### config.mk
export PLATFORM = sky130hd
export DESIGN_NAME = ram_dp_be
export DESIGN_NICKNAME = d
export VERILOG_FILES = /design/src/rtl/ram_pkg.sv /design/src/rtl/ram_dp_clear_seq.sv /design/src/rtl/ram_dp_be.sv
export SDC_FILE = /design/constraint.sdc
export NUM_CORES = 1
export LEC_CHECK = 0
export ABC_CLOCK_PERIOD_IN_PS = 5650
export BUFFER_PORTS_ARGS = -buffer_cell sky130_fd_sc_hd__buf_4
export CORE_UTILIZATION = 30
export DETAILED_ROUTE_END_ITERATION = 10
export PLACE_DENSITY = 0.41
export RECOVER_POWER = 50
export SYNTH_ARGS = -nofsm -noshare
export SYNTH_HDL_FRONTEND = slang
export SYNTH_SLANG_ARGS = --single-unit
### constraint.sdc
create_clock -name clock -period 5.65 [get_ports clock]
set_input_delay 1.13 -clock clock [delete_from_list [all_inputs] [get_ports clock]]
set_output_delay 1.13 -clock clock [all_outputs]
set_load 0.005 [all_outputs]
### src/rtl/ram_pkg.sv
// Shared definitions for the byte-enable dual-port RAM and its clear sequencer.
//   state_e : sequencer state (CLEAR while the array is being zeroed, READY after)
//   OFF/ON  : single-bit constants
//   nlane() : number of byte-enable lanes in a word
package ram_pkg;

    typedef enum logic {
        CLEAR = 1'b0,
        READY = 1'b1
    } state_e;

    localparam logic OFF = 1'b0;
    localparam logic ON  = 1'b1;

    function automatic int nlane(input int bit_w, input int lane_w);
        return bit_w / lane_w;
    endfunction

endpackage

### src/rtl/ram_dp_clear_seq.sv
// Post-reset clear sequencer. Walks an address counter over the whole array
// once after reset so the RAM can zero one word per cycle.
// Ports:
//   clock   : rising-edge clock
//   reset   : synchronous active-high; restarts the walk at address 0
//   busy_o  : high while the walk is in progress (decoded from the state register)
//   cnt_o   : address currently being cleared
module ram_dp_clear_seq
    import ram_pkg::*;
#(
    parameter int SZB = 4
) (
    input  logic           clock,
    input  logic           reset,
    output logic           busy_o,
    output logic [SZB-1:0] cnt_o
);

    // Last address is all ones because the depth is a power of two.
    localparam logic [SZB-1:0] LAST = '1;

    state_e         state_q, state_d;
    logic [SZB-1:0] cnt_q, cnt_d;
    logic           done;

    assign done = (state_q == CLEAR) && (cnt_q == LAST);

    always_comb begin
        state_d = state_q;
        cnt_d   = cnt_q;
        if (state_q == CLEAR) begin
            cnt_d = cnt_q + 1'b1;
            if (done) begin
                state_d = READY;
            end
        end
    end

    always_ff @(posedge clock) begin
        if (reset) begin
            state_q <= CLEAR;
            cnt_q   <= '0;
        end else begin
            state_q <= state_d;
            cnt_q   <= cnt_d;
        end
    end

    assign busy_o = (state_q == CLEAR);
    assign cnt_o  = cnt_q;

endmodule

### src/rtl/ram_dp_be.sv
// Simple-dual-port RAM with per-lane byte enables, registered read and a
// self-sequenced clear after reset. One write and one read per cycle.
// Build option: define RAM_DP_BYPASS_EN to make a same-address
// read-during-write return the merged new word; otherwise the old word.
// Ports:
//   clock, reset    : clock and synchronous active-high reset (starts clear)
//   we/waddr/wd/wbe : write port; wbe[i] gates lane i of wd
//   re/raddr        : read request
//   rq/rvalid       : registered read data and one-cycle valid
//   busy            : clear in progress, requests ignored
//   drop            : sticky flag, a request arrived while busy
module ram_dp_be
    import ram_pkg::*;
#(
    parameter  int BIT   = 16,
    parameter  int SZB   = 4,
    parameter  int LANE  = 8,
    localparam int NLANE = nlane(BIT, LANE)
) (
    input  logic             clock,
    input  logic             reset,
    input  logic             we,
    input  logic [SZB-1:0]   waddr,
    input  logic [BIT-1:0]   wd,
    input  logic [NLANE-1:0] wbe,
    input  logic             re,
    input  logic [SZB-1:0]   raddr,
    output logic [BIT-1:0]   rq,
    output logic             rvalid,
    output logic             busy,
    output logic             drop
);

    localparam int SZA = 2 ** SZB;

    if (BIT % LANE != 0) begin : g_bad_lane
        $error("ram_dp_be: BIT must be a multiple of LANE");
    end

    logic [BIT-1:0]   mem_q [SZA];
    logic [SZB-1:0]   clr_cnt;
    logic             clr_wr;
    logic             acc_wr;
    logic             acc_rd;
    logic [SZB-1:0]   wr_addr;
    logic [BIT-1:0]   wr_data;
    logic [NLANE-1:0] wr_lane;
    logic [BIT-1:0]   rd_word;
    logic [BIT-1:0]   rq_q, rq_d;
    logic             rvalid_q, rvalid_d;
    logic             drop_q, drop_d;

    ram_dp_clear_seq #(
        .SZB(SZB)
    ) u_clear_seq (
        .clock (clock),
        .reset (reset),
        .busy_o(busy),
        .cnt_o (clr_cnt)
    );

    // The sequencer still reports busy while reset is held; only zero the
    // array once reset has been released.
    assign clr_wr = busy & ~reset;
    assign acc_wr = we & ~busy;
    assign acc_rd = re & ~busy;

    // Clear writes own the single write port while busy.
    always_comb begin
        wr_addr = waddr;
        wr_data = wd;
        wr_lane = '0;
        if (clr_wr) begin
            wr_addr = clr_cnt;
            wr_data = '0;
            wr_lane = '1;
        end else if (acc_wr) begin
            wr_lane = wbe;
        end
    end

    always_ff @(posedge clock) begin
        for (int i = 0; i < NLANE; i++) begin
            if (wr_lane[i]) begin
                mem_q[wr_addr][LANE*i +: LANE] <= wr_data[LANE*i +: LANE];
            end
        end
    end

    always_comb begin
        rd_word = mem_q[raddr];
`ifdef RAM_DP_BYPASS_EN
        // Forward enabled lanes of a same-cycle write to the same address.
        if (acc_wr && (waddr == raddr)) begin
            for (int i = 0; i < NLANE; i++) begin
                if (wbe[i]) begin
                    rd_word[LANE*i +: LANE] = wd[LANE*i +: LANE];
                end
            end
        end
`endif
    end

    always_comb begin
        rq_d     = acc_rd ? rd_word : rq_q;
        rvalid_d = acc_rd;
        drop_d   = drop_q | (busy & (we | re));
    end

    always_ff @(posedge clock) begin
        if (reset) begin
            rq_q     <= '0;
            rvalid_q <= OFF;
            drop_q   <= OFF;
        end else begin
            rq_q     <= rq_d;
            rvalid_q <= rvalid_d;
            drop_q   <= drop_d;
        end
    end

    assign rq     = rq_q;
    assign rvalid = rvalid_q;
    assign drop   = drop_q;

endmodule

==> impl_summary.txt, run 1 <==
----------------------------------------------------
[Worst setup path]
  Launching element type of the critical path ... input port
  Data arrival time at the worst-slack endpoint ... 4.44 ns
  Worst-case register-to-register setup slack ... 1.60 ns
  Critical setup path kind ... in -> reg
  Kind of end point of the critical path ... flip-flop
  Critical register-to-register path startpoint ... u_clear_seq.state_q
  Launching element of the worst setup path ... reset
  Required time reported for the critical path endpoint ... 5.81 ns
  Maximum fanout count along the critical path ... 30

[Timing]
  RSZ-0062 raised after global routing ... false
  Achievable frequency ... 234 MHz
  Worst Tran Pin Value ... 2.18 ns
  Final worst path period share ... 75.7%
  Number of failing setup endpoints in the final timing report ... 0
  Final number of hold-violating endpoints ... 0
  Setup TNS ... 0 ns
  Final slew viol count ... 97
  Final Critical Period ... 4.28 ns
  Fin Clk Skew ... 0.00692 ns
  Relative max-transition margin ... -45.9%

[Die]
  Number of rows in the core area ... 69
  Die height ... 193 µm
  Chip Width ... 193 µm
  Placeable core region ... 35700 µm²
  Die area ... 37200 µm²
  Starting utilization of the core area ... 30.6%
  # IOs ... 49

[GRT]
  Largest net degree at the start of global routing ... 66
  First-pass GRT wire length ... 36700 µm
  GRT Util Overall ... 13.7%
  Vias in the first global route ... 5718
  Total congestion overflow ... 0
  Antenna violations before repair ... 0

[Synth]
  Post-Synthesis Cell Area ... 10900 µm²
  Nets in the synthesized netlist ... 576
  Flop and latch count out of synthesis ... 279
  Top cell type's share of synthesized area ... 70.4%
  Biggest area consumer among synthesized cells ... sky130_fd_sc_hd__edfxtp_1
  Synthesized area per cell ... 20.0 µm²
  Sequential fraction of the synthesis area ... 74.6%
  Top cells by area, synth ... sky130_fd_sc_hd__edfxtp_1, sky130_fd_sc_hd__mux4_2, sky130_fd_sc_hd__mux4_1
  Instance count of the mapped netlist ... 545
  Yosys cell types ... 37
  Warnings from Yosys ... 0

[Route]
  DR WL met2 ... 11600 µm
  Routed wire length per instance ... 22.6 µm
  Total Routed Length ... 24700 µm
  Met1 WL ... 11500 µm
  DRC violations left ... 4
  Top routing layer in use ... met4
  Number of nets with antenna violations after routing ... 0
  Initial DRC Count ... 261
  Average via count per standard cell ... 4.77
  Total number of vias ... 5201
  Number of detailed-route iterations in the first pass ... 7
  Routed met3 length ... 1090 µm

[Clock network]
  Inserted Clock Buffers ... 29
  Post-CTS Hold Fix Bufs ... 0
  Post-CTS setup buffer count ... 0
  Latest clock arrival within the worst-skew pair ... 0.54 ns
  Root cell of the clock tree ... sky130_fd_sc_hd__clkbuf_16
  CTS tree ... done
  Sinks on the clock net ... 279
  H-tree Lvls ... 1
  Clock-pin slew on the worst setup and hold paths ... 0.06 ns
  Resized Gates After CTS ... 0
  Maximum clock path buffer count ... 3

[Hold path]
  Min-delay worst type ... reg -> reg
  Launch instance of the worst min-delay path ... drop

[Final layout]
  Area Growth Syn to Fin ... 16.0%
  Design area ... 12700 µm²
  Total Nets Final ... 637
  Antenna Diode Count ... 0
  Util after Layout ... 35.5%
  Proportion of layout cells with a drive suffix above 1 ... 24.2%

[Power and ir drop]
  Power per unit of standard cell area ... 345 nW/µm²
  Power after layout ... 4370 µW
  Worst VDD drop ... 0.195 mV
  Static power due to leakage ... 0.00410 µW

[Placed design]
  GPL Wtd Cong ... 0.754
  Standard cell area after detailed placement ... 11800 µm²
  Half-perimeter wire length after placement ... 16100 µm
  Buffers on Ports ... 48

[Outcome]
  Status ... complete, but fails checks
  Failing checks ... DRC, capacitance limit, slew limit

[Job]
  Maximum capacitance violations ... 2

----------------------------------------------------
## sequential cells by signal (all words and copies together) (netlist names)
signal               cells
drop                     1
mem_q                  256
rq                      16
rvalid                   1
u_clear_seq.cnt_o        4
u_clear_seq.state_q      1
## power by group
| group | internal [µW] | switching [µW] |
|---|---|---|
| clock | 1080 | 766 |
| combinational | 88.2 | 137 |
| sequential | 2290 | 9.62 |
| total | 3460 | 912 |
## per-stage QoR
stage / hold slack (ns) / cells / setup slack (ns)
after floorplan: 0.463 / 545 / 2.92
after global placement: 0.479 / 1036 / 1.53
after detailed placement: 0.468 / 1036 / 1.49
after CTS: 0.486 / 1090 / 2.07
after global routing: 0.497 / 1090 / 1.08
final: 0.480 / 1090 / 1.37
## area by class of cell
type                            instances  area (µm²)
Fill cell                            3338       23000
Sequential cell                       279        8150
Multi-Input combinational cell        235        2610
Clock buffer                           35         748
Tap cell                              461         577
Timing Repair Buffer                   58         388
Clock inverter                         19         184
Inverter                                3        11.3
## Yosys cell counts
master / n
sky130_fd_sc_hd__nand3_1: 1
sky130_fd_sc_hd__a221o_1: 1
sky130_fd_sc_hd__nand4_1: 1
sky130_fd_sc_hd__mux2_2: 16
sky130_fd_sc_hd__o21ai_1: 14
sky130_fd_sc_hd__edfxtp_1: 256
sky130_fd_sc_hd__buf_2: 14
sky130_fd_sc_hd__o31ai_1: 1
sky130_fd_sc_hd__nor2_1: 44
sky130_fd_sc_hd__or3_1: 1
sky130_fd_sc_hd__o221a_2: 1
sky130_fd_sc_hd__or4_1: 1
sky130_fd_sc_hd__nor3b_2: 1
sky130_fd_sc_hd__a21oi_1: 2
sky130_fd_sc_hd__buf_1: 2
sky130_fd_sc_hd__xor2_1: 2
sky130_fd_sc_hd__a31oi_1: 5
sky130_fd_sc_hd__nor3b_1: 2
sky130_fd_sc_hd__o21ai_0: 3
sky130_fd_sc_hd__a31o_2: 2
sky130_fd_sc_hd__or4b_2: 2
sky130_fd_sc_hd__clkbuf_1: 7
sky130_fd_sc_hd__buf_6: 4
sky130_fd_sc_hd__mux4_1: 19
sky130_fd_sc_hd__mux4_2: 43
sky130_fd_sc_hd__mux2i_1: 20
sky130_fd_sc_hd__xnor2_1: 1
sky130_fd_sc_hd__dfxtp_1: 23
sky130_fd_sc_hd__a22oi_1: 15
sky130_fd_sc_hd__nand2b_1: 3
sky130_fd_sc_hd__buf_4: 1
sky130_fd_sc_hd__a2111oi_0: 1
sky130_fd_sc_hd__nand2_1: 13
sky130_fd_sc_hd__inv_1: 3
sky130_fd_sc_hd__nor3_1: 1
sky130_fd_sc_hd__nor2b_1: 18
sky130_fd_sc_hd__ha_1: 1
## routing by layer
metal  track usage [%]  vias up
li1                  -     2351
met1              19.1     2703
met2              21.9      115
met3              2.22       32
met4              3.82        0
met5                 0        -
## worst max-delay path: stages
cell and delay [ns]:
sky130_fd_sc_hd__buf_4 0.16, sky130_fd_sc_hd__nor2_1 1.61, sky130_fd_sc_hd__a31oi_1 0.67, sky130_fd_sc_hd__nor2_1 0.85
## cell usage in the layout (no fill, tap or decap), types with 2 or more instances in the layout
master                       netlist  final
sky130_fd_sc_hd__clkbuf_16         0     29
sky130_fd_sc_hd__nor2_1           44     44
sky130_fd_sc_hd__nor2b_1          18     18
sky130_fd_sc_hd__buf_4             1     29
sky130_fd_sc_hd__a22oi_1          15     15
sky130_fd_sc_hd__xor2_1            2      2
sky130_fd_sc_hd__nand2b_1          3      3
sky130_fd_sc_hd__nor3b_1           2      2
sky130_fd_sc_hd__edfxtp_1        256    256
sky130_fd_sc_hd__o21ai_1          14      6
sky130_fd_sc_hd__inv_1             3      3
sky130_fd_sc_hd__clkbuf_1          7     18
sky130_fd_sc_hd__mux2_2           16     11
sky130_fd_sc_hd__nand2_1          13     13
sky130_fd_sc_hd__dfxtp_1          23     23
sky130_fd_sc_hd__clkbuf_4          0     16
sky130_fd_sc_hd__mux4_2           43     43
sky130_fd_sc_hd__mux2i_1          20     20
sky130_fd_sc_hd__o21ai_0           3     11
sky130_fd_sc_hd__clkinvlp_4        0      4
sky130_fd_sc_hd__clkinv_1          0      3
sky130_fd_sc_hd__bufinv_16         0      3
sky130_fd_sc_hd__a31oi_1           5      5
sky130_fd_sc_hd__or4b_2            2      2
sky130_fd_sc_hd__mux4_1           19     19
sky130_fd_sc_hd__clkinv_2          0      7
sky130_fd_sc_hd__a31o_2            2      2
sky130_fd_sc_hd__mux2_1            0      5
## worst paths after layout
kind	cells past startpoint	endpoint
setup / recovery	4	mem_q[1][14]
hold / removal	2	drop
setup reg to reg	3	mem_q[1][14]
hold reg to reg	2	drop
## kinds of logic after synthesis
group | share of synthesized area (%)
simple gates | 3.87
buf+inv | 1.54
flops | 74.6
compound gates | 2.69
mux | 16.9
fa+ha+maj | 0.115
xor+xnor | 0.241
No activity file was read; power rests on OpenSTA's default activity.
==> run 2, diff against run 1 <==
Settings changed: ABC_CLOCK_PERIOD_IN_PS 5650 to 3800, PLACE_DENSITY 0.41 to 0.42.
Clock period 5.65 ns to 3.8 ns, I/O delays scaled along.
==> run 2 against run 1 <==
Highest routed layer unchanged. Sequential power grew 49%. Die area is the same. The flow still finishes with violations (DRC, capacitance limit, slew limit). Via count grew 2.4%. First-iteration DRC count grew 37%. Cell area grew 2.2%. Register-to-register slack lost 0.89 ns. Worst setup slack lost 0.67 ns.
==> impl_summary.txt, run 2 (synthesized netlist as in run 1, its figures left out) <==
----------------------------------------------------
[Outcome]
  Status ... complete, but fails checks
  Failing checks ... DRC, capacitance limit, slew limit

[Final layout]
  Top reg by flops ... mem_q
  Total Nets Final ... 659
  Antenna Diode Count ... 0
  Fillers ... 3284
  Flip-flop count of the largest register after layout ... 256
  Leading cell types in the layout, fill and taps excluded ... sky130_fd_sc_hd__edfxtp_1, sky130_fd_sc_hd__buf_4, sky130_fd_sc_hd__nor2_1, sky130_fd_sc_hd__mux4_2, sky130_fd_sc_hd__clkbuf_16
  Util after Layout ... 36.3%
  Area Growth Syn to Fin ... 18.5%
  Proportion of layout cells with a drive suffix above 1 ... 28.1%
  Most frequent standard cell in the layout excluding fill and tap cells ... sky130_fd_sc_hd__edfxtp_1

[Die]
  Placeable core region ... 35700 µm²
  Starting utilization of the core area ... 30.6%
  # IOs ... 49
  Chip Width ... 193 µm
  Die height ... 193 µm
  Die area ... 37200 µm²
  Number of rows in the core area ... 69

[Timing]
  RSZ-0062 raised after global routing ... false
  Fin Clk Skew ... 0.0137 ns
  Final slew viol count ... 52
  Relative max-transition margin ... -2.13%
  Number of failing setup endpoints in the final timing report ... 0
  Final number of hold-violating endpoints ... 0
  Final Critical Period ... 3.09 ns
  Achievable frequency ... 323 MHz
  Worst Tran Pin Value ... 1.53 ns
  Final worst path period share ... 81.4%
  Setup TNS ... 0 ns
  Post-layout worst setup margin ... 0.707 ns

[Placed design]
  Buffers on Ports ... 48
  Place WS ... 0.342 ns
  GPL Wtd Cong ... 0.756
  Half-perimeter wire length after placement ... 16800 µm

[GRT]
  Antenna violations before repair ... 0
  First-pass GRT wire length ... 37600 µm
  GRT Util Overall ... 14.1%
  Total congestion overflow ... 0
  Largest net degree at the start of global routing ... 52
  Vias in the first global route ... 5546

[Worst setup path]
  Required time reported for the critical path endpoint ... 4.10 ns
  Critical setup path kind ... reg -> reg
  Maximum fanout count along the critical path ... 22
  Worst Path Buf+Inv ... 2
  Cell with the biggest individual delay on the critical path ... sky130_fd_sc_hd__nor2_2
  Data arrival time at the worst-slack endpoint ... 3.39 ns
  Most frequent cell on the critical path ... sky130_fd_sc_hd__nor2_1
  Sequence of cells on the critical path ... nor2_2, clkbuf_1, nor2_1, a31oi_1, nor2_1, buf_4
  Largest stage delay on the critical path ... 0.80 ns
  Kind of end point of the critical path ... flip-flop
  Kind of cell adding the most delay to the critical path ... simple AND/OR/NAND/NOR gates
  Launching element type of the critical path ... flip-flop

[Power and ir drop]
  Worst VDD drop ... 0.424 mV
  Power per unit of standard cell area ... 528 nW/µm²
  Clock share of power ... 44.9%
  Combinational group share of total power ... 5.1%
  Cell internal pwr ... 5380 µW
  Static power due to leakage ... 0.00424 µW
  Sw Share ... 21.3%
  Part of the power in registers ... 50.0%
  Switching power ... 1460 µW

[Route]
  Total number of vias ... 5327
  Initial DRC Count ... 357
  Number of detailed-route iterations in the first pass ... 7
  DRC violations left ... 2
  Total Routed Length ... 25700 µm
  Number of nets with antenna violations after routing ... 0
  Routed wire length per instance ... 23.1 µm
  Average via count per standard cell ... 4.79

[Clock network]
  Resized Gates After CTS ... 0
  Post-CTS Hold Fix Bufs ... 0
  Latest clock arrival within the worst-skew pair ... 0.55 ns
  Sinks on the clock net ... 279
  H-tree Lvls ... 1
  Post-CTS setup buffer count ... 0
  Maximum clock path buffer count ... 3
  Clock-pin slew on the worst setup and hold paths ... 0.06 ns
  Inserted Clock Buffers ... 30
  Root cell of the clock tree ... sky130_fd_sc_hd__clkbuf_16
  CTS tree ... done

[Hold path]
  Min-delay worst type ... reg -> reg

[Job]
  Maximum capacitance violations ... 1

----------------------------------------------------
[run 2: power groups by stage]
stage	Sequential, µW	Combinational (µW)	Clock, µW
3_3_place_gp	3480	363	0
4_1_cts	3410	367	3130
3_5_place_dp	3480	367	0
5_1_grt	3420	380	3250
6_report	3420	350	3070
2_1_floorplan	3470	216	0
[run 2: worst min-delay path: stages, from the launching register on]
cell	delay, ns
sky130_fd_sc_hd__dfxtp_1	0.33
sky130_fd_sc_hd__nor2_1	0.05
sky130_fd_sc_hd__nor2_1	0.07
[run 2: worst paths after layout]
path                        from           to  slack, ns  depth (start not counted)
max          u_clear_seq.state_q  mem_q[3][8]       0.71                          6
min                         drop         drop       0.48                          2
min reg2reg                 drop         drop       0.48                          2
max reg2reg  u_clear_seq.state_q  mem_q[3][8]       0.71                          6
[run 2: area by class of cell]
type | count | area (µm²) | area share, %
Sequential cell | 279 | 8150 | 62.9
Multi-Input combinational cell | 235 | 2610 | 20.2
Clock buffer | 32 | 779 | 6.02
Tap cell | 461 | 577 | 4.46
Timing Repair Buffer | 79 | 531 | 4.10
Clock inverter | 24 | 288 | 2.22
Inverter | 3 | 11.3 | 0.0870
[run 2: per-stage QoR]
step	cells	cell area, µm²	hold WS [ns]	total power (µW)
4_1_cts	1113	13000	0.456	6910
5_1_grt	1113	12900	0.488	7040
3_3_place_gp	1057	12000	0.475	3840
3_5_place_dp	1057	12000	0.466	3850
6_report	1113	12900	0.480	6840
2_1_floorplan	545	10900	0.463	3690
[run 2: routing by layer]
layer / global-route usage (%) / part of all wire (%) / up-vias
met5: 0 / 0 / -
met2: 22.5 / 47 / 127
met4: 3.27 / 1.5 / 0
li1: - / - / 2400
met3: 1.91 / 3.9 / 28
met1: 20.3 / 48 / 2772
==> run 3, diff against run 2 <==
Settings changed: ABC_CLOCK_PERIOD_IN_PS 3800 to 2700.
Clock period 3.8 ns to 2.7 ns, I/O delays scaled along.
==> run 3 against run 2 <==
The run ends with DRC left. Routed wire length down 1.1%. Utilization grew 0.37 points. Clock skew shrank 0.0035 ns. Clock power is 34% higher. Die area unchanged. Maximum frequency increased by 26%. Critical path depth down 2. Sequential power is 41% higher. Register-to-register slack lost 0.47 ns.
==> impl_summary.txt, run 3 (synthesized netlist as in run 1, its figures left out) <==
----------------------------------------------------
[Clock network]
  Sinks on the clock net ... 279
  Post-CTS setup buffer count ... 0
  Root cell of the clock tree ... sky130_fd_sc_hd__clkbuf_16
  Clock-pin slew on the worst setup and hold paths ... 0.06 ns
  Resized Gates After CTS ... 0
  Latest clock arrival within the worst-skew pair ... 0.54 ns
  Post-CTS Hold Fix Bufs ... 0
  Maximum clock path buffer count ... 3
  H-tree Lvls ... 1
  Inserted Clock Buffers ... 30
  CTS tree ... done

[Timing]
  Final Critical Period ... 2.46 ns
  Fin Clk Skew ... 0.0103 ns
  RSZ-0062 raised after global routing ... false
  Worst hold-check slack ... 0.295 ns
  Relative max-transition margin ... 16.1%
  Setup TNS ... 0 ns
  Final number of hold-violating endpoints ... 0
  Number of failing setup endpoints in the final timing report ... 0
  Final worst path period share ... 91.2%
  Final slew viol count ... 0
  Post-layout worst setup margin ... 0.239 ns
  Achievable frequency ... 406 MHz
  Worst Tran Pin Value ... 1.26 ns

[Placed design]
  Placed Cells incl. Taps ... 1083
  GPL Wtd Cong ... 0.705
  Half-perimeter wire length after placement ... 17200 µm
  Place WS ... -0.0689 ns
  Buffers on Ports ... 48

[Worst setup path]
  Data arrival time at the worst-slack endpoint ... 2.63 ns
  Required time reported for the critical path endpoint ... 2.87 ns
  Critical setup path kind ... reg -> reg
  Launching element type of the critical path ... flip-flop
  Worst-case register-to-register setup slack ... 0.24 ns
  Worst r2r path cells ... 4
  Maximum fanout count along the critical path ... 8
  Kind of end point of the critical path ... flip-flop
  Critical register-to-register path startpoint ... u_clear_seq.cnt_o[2]
  Worst flop-to-flop path endpoint ... mem_q[5][6]

[Die]
  Number of rows in the core area ... 69
  Placeable core region ... 35700 µm²
  Starting utilization of the core area ... 30.6%
  Chip Width ... 193 µm
  # IOs ... 49
  Die height ... 193 µm
  Die area ... 37200 µm²

[GRT]
  Largest net degree at the start of global routing ... 32
  Antenna violations before repair ... 0
  Vias in the first global route ... 5713
  GRT Util Overall ... 13.9%
  First-pass GRT wire length ... 37400 µm
  Total congestion overflow ... 0

[Route]
  Average via count per standard cell ... 4.76
  Number of detailed-route iterations in the first pass ... 7
  Routed wire length per instance ... 22.3 µm
  DRC violations left ... 2
  Number of nets with antenna violations after routing ... 0
  Initial DRC Count ... 361
  Total number of vias ... 5427
  Total Routed Length ... 25400 µm

[Final layout]
  Total Nets Final ... 685
  Most frequent standard cell in the layout excluding fill and tap cells ... sky130_fd_sc_hd__edfxtp_1
  Leading cell types in the layout, fill and taps excluded ... sky130_fd_sc_hd__edfxtp_1, sky130_fd_sc_hd__buf_4, sky130_fd_sc_hd__nor2_1, sky130_fd_sc_hd__mux4_2, sky130_fd_sc_hd__clkbuf_16
  Proportion of layout cells with a drive suffix above 1 ... 29.1%
  Flip-flop count of the largest register after layout ... 256
  Final Non-Filler Cells ... 1139
  Area Growth Syn to Fin ... 19.8%
  Top reg by flops ... mem_q
  Antenna Diode Count ... 0
  Util after Layout ... 36.7%

[Power and ir drop]
  Power per unit of standard cell area ... 721 nW/µm²
  Worst VDD drop ... 0.482 mV
  Static power due to leakage ... 0.00434 µW

[Hold path]
  End point of the worst hold path ... rvalid
  Launch instance of the worst min-delay path ... reset
  Min-delay worst type ... in -> reg
  Hold path depth ... 2

[Outcome]
  Failing checks ... DRC
  Status ... complete, but fails checks

[Job]
  Maximum capacitance violations ... 0

----------------------------------------------------
[run 3: changes by cell type in the layout (fill, tap and decap cells not counted), sizes merged]
cell      before  now
buf           46   66
bufinv         5    4
clkinv         9   10
inv            4    3
clkinvlp       9    5
clkbuf        65   76
[run 3: worst max-delay path, stage by stage, from the launching register on]
cell	delay, ns
sky130_fd_sc_hd__dfxtp_1	0.45
sky130_fd_sc_hd__or4b_2	0.62
sky130_fd_sc_hd__o21ai_0	0.14
sky130_fd_sc_hd__nand2_1	0.18
sky130_fd_sc_hd__nor2_1	0.68
[run 3: how the worst max path moves through the flow]
stage | from | end | slack (ns) | cells past startpoint
floorplan | reset | mem_q[10][0] | 0.56 | 4
global placement | reset | mem_q[11][6] | -0.005 | 5
detailed placement | reset | mem_q[5][2] | -0.07 | 5
CTS | u_clear_seq.cnt_o[2] | mem_q[5][6] | 0.19 | 4
global route | u_clear_seq.state_q | mem_q[11][7] | 0.10 | 5
finish | u_clear_seq.cnt_o[2] | mem_q[5][6] | 0.24 | 4
[run 3: through the flow]
stage | instance area, µm² | total power (µW)
final | 13100 | 9430
after global routing | 13100 | 9740
after CTS | 13200 | 9570
after detailed placement | 12200 | 5430
after global placement | 12200 | 5430
after floorplan | 10900 | 5190
[run 3: area by class of cell]
| type | instances | area [µm²] |
|---|---|---|
| fill | 3286 | 22600 |
| sequential | 279 | 8150 |
| multi-input combinational | 235 | 2610 |
| clock buffer | 37 | 798 |
| timing repair buffer | 105 | 731 |
| tap | 461 | 577 |
| clock inverter | 19 | 201 |
| inverter | 3 | 11.3 |
[run 3: power by group]
group	internal (µW)	total, µW	switching (µW)
Clock	2470	4110	1630
Sequential	4790	4810	19.6
Combinational	212	513	300
Total	7470	9430	1950
[run 3: layer usage]
metal / up-vias / part of all wire, % / track usage, %
met1: 2820 / 49 / 20.7
met5: - / 0 / 0
met2: 110 / 45 / 21.3
met4: 0 / 1.8 / 3.15
li1: 2459 / - / -
met3: 38 / 4.9 / 1.91
